`src/rtl/fpga_pkg.sv`:
```
`default_nettype none
// ============================================================================
//  Module      : fpga_pkg
//  Description : Shared types and constants for the FPGA bring-up path
//                (result reporter FSM states, frame slot counts).
//  Revision    : 1.0 - initial release
// ============================================================================
package fpga_pkg;

  // Frame phases of the serial LED reporter
  typedef enum logic [1:0] {
    IDLE  = 2'd0,
    START = 2'd1,
    DATA  = 2'd2,
    STOP  = 2'd3
  } state_t;

  // Slot counts of the fixed frame sections
  localparam int START_SLOTS = 1;
  localparam int STOP_SLOTS  = 2;

endpackage
`default_nettype wire

```
`src/rtl/slot_timer.sv`:
```
`default_nettype none
// ============================================================================
//  Module      : slot_timer
//  Description : Free-running 0..TICK_DIV-1 slot counter with synchronous
//                clear; slot_end is high on the wrap cycle while enabled.
//  Revision    : 1.0 - initial release
// ============================================================================
module slot_timer #(
  parameter int TICK_DIV = 50_000_000
) (
  input  logic clk,
  input  logic rst,
  input  logic clear,
  input  logic enable,
  output logic slot_end
);

  localparam int                CNT_W  = (TICK_DIV > 1) ? $clog2(TICK_DIV) : 1;
  localparam logic [CNT_W-1:0]  C_LAST = CNT_W'(TICK_DIV - 1);

  logic [CNT_W-1:0] r_cnt;
  logic             w_wrap;

  // Wrap is decoded from the registered count only, so slot_end has no
  // path from any input other than enable.
  assign w_wrap   = (r_cnt == C_LAST);
  assign slot_end = enable && w_wrap;

  // Slot counter: cleared on request, otherwise counts and wraps while enabled
  always_ff @(posedge clk or posedge rst) begin
    if (rst) begin
      r_cnt <= '0;
    end else if (clear) begin
      r_cnt <= '0;
    end else if (enable) begin
      if (w_wrap) begin
        r_cnt <= '0;
      end else begin
        r_cnt <= r_cnt + 1'b1;
      end
    end
  end

endmodule
`default_nettype wire

```
`src/rtl/led_result_reporter.sv`:
```
`default_nettype none
// ============================================================================
//  Module      : led_result_reporter
//  Description : Accepts one {carry, y} result over valid/ready and plays it
//                out on a single LED as START(1) / DATA MSB-first / STOP(0,0)
//                frame, each slot lasting TICK_DIV clock cycles.
//  Revision    : 1.0 - initial release
// ============================================================================
module led_result_reporter
  import fpga_pkg::*;
#(
  parameter int TICK_DIV = 50_000_000,
  parameter int DATA_W   = 8
) (
  input  logic              CLK100MHZ,
  input  logic              RST,
  input  logic              in_valid,
  output logic              in_ready,
  input  logic [DATA_W-1:0] in_y,
  input  logic              in_carry,
  output logic              led,
  output logic              busy
);

  localparam int SH_W = DATA_W + 1;

  // The bit counter is reused to count START and STOP slots, so size it for
  // the largest of the three terminal values.
  localparam int C_MAX_A   = (DATA_W > STOP_SLOTS - 1) ? DATA_W : STOP_SLOTS - 1;
  localparam int C_MAX_CNT = (C_MAX_A > START_SLOTS - 1) ? C_MAX_A : START_SLOTS - 1;
  localparam int C_BIT_W   = (C_MAX_CNT > 0) ? $clog2(C_MAX_CNT + 1) : 1;

  localparam logic [C_BIT_W-1:0] C_DATA_LAST  = C_BIT_W'(DATA_W);
  localparam logic [C_BIT_W-1:0] C_START_LAST = C_BIT_W'(START_SLOTS - 1);
  localparam logic [C_BIT_W-1:0] C_STOP_LAST  = C_BIT_W'(STOP_SLOTS - 1);

  state_t             r_state;
  logic [C_BIT_W-1:0] r_bit_cnt;
  logic [SH_W-1:0]    r_shreg;
  logic               r_led;

  logic w_idle;
  logic w_accept;
  logic w_slot_end;

  assign w_idle   = (r_state == IDLE);
  assign w_accept = w_idle && in_valid;
  assign in_ready = w_idle;
  assign busy     = ~w_idle;
  assign led      = r_led;

  slot_timer #(
    .TICK_DIV (TICK_DIV)
  ) u_slot_timer (
    .clk      (CLK100MHZ),
    .rst      (RST),
    .clear    (w_accept),
    .enable   (~w_idle),
    .slot_end (w_slot_end)
  );

  // Frame sequencer: state, slot/bit counting, shift register and LED flop
  always_ff @(posedge CLK100MHZ or posedge RST) begin
    if (RST) begin
      r_state   <= IDLE;
      r_bit_cnt <= '0;
      r_shreg   <= '0;
      r_led     <= 1'b0;
    end else begin
      case (r_state)
        IDLE: begin
          r_led <= 1'b0;
          if (w_accept) begin
            r_shreg   <= {in_carry, in_y};
            r_bit_cnt <= '0;
            r_led     <= 1'b1;
            r_state   <= START;
          end
        end

        START: begin
          if (w_slot_end) begin
            if (r_bit_cnt == C_START_LAST) begin
              r_bit_cnt <= '0;
              r_led     <= r_shreg[SH_W-1];
              r_state   <= DATA;
            end else begin
              r_bit_cnt <= r_bit_cnt + 1'b1;
            end
          end
        end

        DATA: begin
          if (w_slot_end) begin
            r_shreg <= r_shreg << 1;
            if (r_bit_cnt == C_DATA_LAST) begin
              r_bit_cnt <= '0;
              r_led     <= 1'b0;
              r_state   <= STOP;
            end else begin
              // Next bit is the one about to shift into the MSB position
              r_bit_cnt <= r_bit_cnt + 1'b1;
              r_led     <= r_shreg[SH_W-2];
            end
          end
        end

        STOP: begin
          r_led <= 1'b0;
          if (w_slot_end) begin
            if (r_bit_cnt == C_STOP_LAST) begin
              r_bit_cnt <= '0;
              r_state   <= IDLE;
            end else begin
              r_bit_cnt <= r_bit_cnt + 1'b1;
            end
          end
        end

        default: begin
          r_state <= IDLE;
          r_led   <= 1'b0;
        end
      endcase
    end
  end

endmodule
`default_nettype wire

```
`config.mk`:
```
export PLATFORM = sky130hd
export DESIGN_NAME = led_result_reporter
export DESIGN_NICKNAME = d
export VERILOG_FILES = /design/src/rtl/fpga_pkg.sv /design/src/rtl/slot_timer.sv /design/src/rtl/led_result_reporter.sv
export SDC_FILE = /design/constraint.sdc
export NUM_CORES = 1
export LEC_CHECK = 0
export ABC_AREA = 1
export CAP_MARGIN = 20
export CORE_MARGIN = 4
export CORE_UTILIZATION = 55
export DETAILED_ROUTE_END_ITERATION = 7
export HOLD_SLACK_MARGIN = 0.02
export PLACE_DENSITY_LB_ADDON = 0.12
export SLEW_MARGIN = 15
export SYNTH_ARGS = -nofsm -noshare
export SYNTH_HDL_FRONTEND = slang
export SYNTH_SLANG_ARGS = --single-unit
export TNS_END_PERCENT = 50
```
`constraint.sdc`:
```
create_clock -name CLK100MHZ -period 4 [get_ports CLK100MHZ]
set_clock_uncertainty 0.2 [all_clocks]
set_input_delay 0.4 -clock CLK100MHZ [delete_from_list [all_inputs] [get_ports CLK100MHZ]]
set_output_delay 0.4 -clock CLK100MHZ [all_outputs]
set_load 0.01 [all_outputs]
```
# --- Word level (Yosys, flattened, before mapping) ---
# Cells that the tools add are included.
# W data, S select, Z words.
totals:
  regBits: 42
  out_inout_bits: 3
classes:
  addsub: 2
  n_eq_ne: 13
  muxes: 28
  bitwise_logic: 1
  reduce_logical: 9
ops:
  columns: ["operator", "count"]
  rows:
  - ["$mux W26", 3]
  - ["$mux W4", 7]
  - ["$add A26 B1 Y26 const B", 1]
  - ["$eq A26 B26 Y1 const B", 1]
  - ["$mux W9", 2]
  - ["$pmux W9 S2", 1]
  - ["$pmux W4 S4", 1]
  - ["$mux W2", 7]
  - ["$ne A2 B1 Y1 const B", 4]
  - ["$pmux W2 S4", 1]
  - ["$reduce_and A7 Y1", 1]
  - ["$ne A2 B2 Y1 const B", 3]
  - ["$reduce_and A3 Y1", 2]
  - ["$mux W1", 5]
  - ["$add A4 B1 Y4 const B", 1]
  - ["$eq A2 B2 Y1 const B", 2]
  - ["$eq A4 B1 Y1 const B", 1]
  - ["$eq A4 B4 Y1 const B", 1]
  - ["$logic_not A4 Y1", 1]
  - ["$pmux W1 S4", 1]
  - ["$reduce_and A4 Y1", 1]
  - ["$eq A2 B1 Y1 const B", 1]
  - ["$logic_and A1 B1 Y1", 2]
  - ["$logic_not A2 Y1", 1]
  - ["other kinds (2)", 2]

# --- Longest topological paths before layout ---
depth:
  depth_word: 5
  mapped_depth: 10

# --- Hierarchy ---
# A second synthesis with hierarchy kept.
hier_totals:
  hier_cells: 371
  area_unflattened_um2: 2693.8
by_module_without_submodules:
  columns: ["mod", "instances", "cells_each", "area_each_um2"]
  rows:
  - ["slot_timer", 1, 237, 1640.3]
  - ["led_result_reporter", 1, 134, 1053.5]

# --- Least setup slack after synthesis ---
# Ideal clock, no wire load.
synth_timing:
  path_kind: "reg-to-reg"
  startpoint: "register r_state[0]"
  endpoint: "register r_state[0]"
  setup_ns: 0.117
  arrival_time_ns: 1.561
  t_required_ns: 3.683
  slack_ns: 2.122
  stages_incl_launch_ff: 10
  path_buffers: 0
  synth_period_minus_slack_ns: 1.878
  cell_sequence: "dfrtp_1 > inv_1 > ha_1 > inv_2 > nor2_1 > or3_1 > nand2_4 > nand2_1 > nand2_1 > nand2_1"
synth_via:
  elab_chain_len: 5
  word_cells_on_any_way: 16
synth_rtl:
  columns: ["element", "line_no", "text"]
  rows:
  - ["start: declaration", "led_result_reporter.sv:37", "state_t r_state;"]
  - ["start signal: assignment", "led_result_reporter.sv:65", "r_state <= IDLE;"]
  - ["start signal: assignment", "led_result_reporter.sv:77", "r_state <= START;"]
  - ["start signal: assignment", "led_result_reporter.sv:86", "r_state <= DATA;"]
  - ["$logic_not A2 Y1 *", "led_result_reporter.sv:46", "assign w_idle = (r_state == IDLE);"]
  - ["via in_ready", "led_result_reporter.sv:18", "output logic in_ready,"]
  - ["$not A1 Y1 *", null, null]
  - ["via busy", "led_result_reporter.sv:22", "output logic busy"]
  - ["$logic_and A1 B1 Y1 *", "slot_timer.sv:27", "assign slot_end = enable && w_wrap;"]
  - ["$ne A2 B1 Y1 (no source line)", null, null]
  - ["$reduce_and A7 Y1 (no source line) *", null, null]
# The timed path passes the listed nets; every way through them passes the cells marked *.
# A chain may end at the register's enable or synchronous reset.

# --- Final worst setup path ---
layout_timing:
  startpoint: "register r_state[0]"
  endpoint: "register r_state[1]"
layout_via:
  elab_chain_len: 5
  word_cells_on_any_way: 16
layout_rtl:
  columns: ["element", "line_no", "text"]
  rows:
  - ["$logic_not A2 Y1", "led_result_reporter.sv:46, led_result_reporter.sv:70", null]
  - ["$not A1 Y1", "led_result_reporter.sv:58", ".enable (~w_idle),"]
  - ["$logic_and A1 B1 Y1", "slot_timer.sv:27", null]
  - ["$ne A2 B1 Y1 (no source line)", null, null]
  - ["$reduce_and A7 Y1 (no source line)", null, null]
# Several ways; a longest one is shown, not always the timed one.

==> impl_results.md <==
- Outcome: finished clean
- WL/cell: 12.16 um
- FF+latch area: 1051 um^2
- PortBufs: 14
- Total GRT Usage: 20.87%
- Final Hold Viols: 0
- Hold Path Stages: 2
- Boundary pin count: 15
- RSZ-0062 raised after global routing: no
- Die area: 6117 um^2
- Slew Limit Headroom: 64.38%
- Largest net degree at the start of global routing: 43
- Number of global-route vias before repair: 2339
- Inserted Clock Buffers: 5
- Crit end category: flip-flop
- Worst-Skew Late Latency: 0.30 ns
- Maxcap violations: 0
- Layout cells sized above 1: 6.341%
- Critical path class: flip-flop to flip-flop
- WL final: 5.798 mm
- CORE AREA: 4755 um^2
- Hold worst-path end: r_shreg[1]
- Post-synthesis compound-gate area fraction: 5.122%
- CTS clk-pin slew, worst paths: 0.08 ns
- Vias: 2417
- Peak supply drop: 0.0004311 V
- Die W: 78.21 um
- Synth Area in XOR/XNOR: 4.845%
- Commonest cells after routing, fill and taps aside: nand2_1, nor2_1, dfrtp_1
- Clock network power share: 20.9%
- DP Area: 2922 um^2
- Register bit total from synthesis: 42
- Clock buffer depth: 2
- Post-Synth Adder-Cell Area: 4.153%
- First-pass DRT Iterations: 4
- Leak: 1.390 nW
- Synth Cell Area: 2711 um^2
- Row cnt: 25
- Worst Tran Pin Value: 0.5342 ns
- Yosys warnings: 0
- First-pass GRT wire length: 10.25 mm
- # DRC: 0
- Sw Share: 41.35%
- EDFF count, synth: 0
- Synth Net Count: 412
- Pins Over Slew Limit: 0
- Data arrival, critical path: 2.35 ns
- Post-Route Setup TNS: 0 ns
- Hold path startpoint: r_shreg[1]
- Min-Delay Path Class: flip-flop to flip-flop
- Commonest non-fill, non-tap cell in the layout: nand2_1
- Routability cong.: 0.9179
- Worst-path fanout max: 12
- CTS tree: yes
- Multiplexer area fraction after synthesis: 0%
- Core Util, Final: 63.74%
- Post-Synth Simple-Gate Area: 40.93%
- FMAX: 0.4221 GHz
- Multi-input combinational cell area: 1493 um^2
- Final critical-path setup slack: 1.631 ns
- Syn Inst Count: 391
- Diodes inserted: 0
- Logic pwr share: 41.7%
- Psw: 0.6453 mW
- CTS Sinks: 42
- Detail Route Antenna Nets: 0
- Vias per inst: 5.067
- Kind of start point of the critical path: flip-flop
- Final Cell Area: 3030 um^2
- Reg2reg start: r_state[0]
- Initial detailed-routing violation count: 158
- Crit path time final: 2.369 ns
- Final period utilization: 59.23%
- Power share of the sequential group: 37.3%
- Antenna violations before repair: 0
- Root buffer cell: clkbuf_8
- Unique cell type count in the Yosys netlist: 27
- Post-Place Worst Slack: 1.622 ns
- R2R Setup Slk: 1.63 ns
- Worst Path Required: 3.98 ns
- Internal power: 0.9151 mW
- Seq/Total Area, Yosys: 38.76%
- Power Dens Cells: 514.9 nW/um^2
- Fill cells: 478
- H-tree depth: 2
- Hold_buf cts: 0
- Initial Utilization: 57.03%
- FF-to-FF End: r_state[1]
- Largest family of logic cells by synthesized area: simple AND/OR/NAND/NOR gates
- Avg Cell Area, Syn: 6.934 um^2
- Primary FF master, synth: dfrtp_1
- Worst-case reg-to-reg path depth: 9
- Die extent in y: 78.21 um
- Grt ovf: 0
- Detail Placement HPWL: 4.323 mm
- Async S/R FF share, synth: 100.0%
- Post-cts resize count: 0
- Final layout net count: 430
- Final setup fails: 0
- Post-CTS Setup Bufs: 0
- Area added between synthesis and finish: 11.77%
[state kept, by name, indices dropped and copies added, names as in the netlist]
register,count
u_slot_timer.r_cnt,26
r_shreg,9
r_bit_cnt,4
r_state,2
led,1
[metrics by stage]
stage / hold WS [ns] / cells / total power, mW
after floorplan: 0.2422 / 391 / 1.080
after detailed placement: 0.2603 / 469 / 1.248
after global routing: 0.3106 / 477 / 1.699
after global placement: 0.2563 / 469 / 1.226
final: 0.2747 / 477 / 1.560
after CTS: 0.2791 / 477 / 1.584
[cell usage after synthesis (3+ instances only)]
cell / count / area [um^2]
nand3_1: 41 / 205.2
dfrtp_1: 42 / 1051
nand2_4: 3 / 33.78
nor2_4: 3 / 33.78
nor2_1: 44 / 165.2
xor2_1: 13 / 113.9
ha_1: 9 / 112.6
o21ai_0: 15 / 75.07
inv_2: 4 / 15.01
nand2_1: 157 / 589.3
o22ai_1: 6 / 37.54
inv_1: 33 / 123.9
[metal layers]
metal / up-vias / track usage (%) / share of wire [%]
met3: 12 / 3.899 / 3.9
li1: 1263 / - / -
met5: - / 0 / 0
met4: 0 / 8.392 / 2.3
met1: 1091 / 23.72 / 44
met2: 51 / 38.27 / 50
[critical path, stage by stage, from the launching register on]
cell and delay, ns:
dfrtp_1 0.40, inv_1 0.09, ha_1 0.35, inv_1 0.35
nand2_1 0.11, or3_1 0.42, nand2_4 0.14, nand2_1 0.08
nand2_1 0.06, nand2_1 0.05
[worst max-delay path by stage]
stage / cells after the start / from / end / slack (ns)
floorplan: 9 / r_state[0] / r_state[0] / 2.12
global placement: 9 / r_state[0] / r_state[1] / 1.70
detailed placement: 9 / r_state[0] / r_state[1] / 1.62
CTS: 9 / r_state[0] / r_state[1] / 1.61
global route: 9 / r_state[0] / r_state[1] / 1.48
finish: 9 / r_state[0] / r_state[1] / 1.63
[power by group through the flow]
stage / clock network [mW] / registers [mW] / logic, mW
global route: 0.357 / 0.594 / 0.748
global placement: 0 / 0.588 / 0.639
detailed placement: 0 / 0.588 / 0.661
finish: 0.327 / 0.582 / 0.651
floorplan: 0 / 0.573 / 0.507
CTS: 0.339 / 0.582 / 0.663
[final cells by class]
| cell class | count | area share (%) |
|---|---|---|
| clock inverter | 3 | 1.321 |
| timing repair buffer | 16 | 5.120 |
| tap | 67 | 2.766 |
| sequential | 42 | 34.68 |
| clock buffer | 5 | 2.271 |
| inverter | 37 | 4.583 |
| multi-input combinational | 307 | 49.26 |
[cells by family after synthesis]
group                      Yosys count
AOI/OAI and AO/OA                   25
xor gates and xnor gates            15
adders and majority gates            9
buffers and inverters               42
DFF                                 42
and+or+nand+nor                    258
No activity file was read; power rests on OpenSTA's default activity.
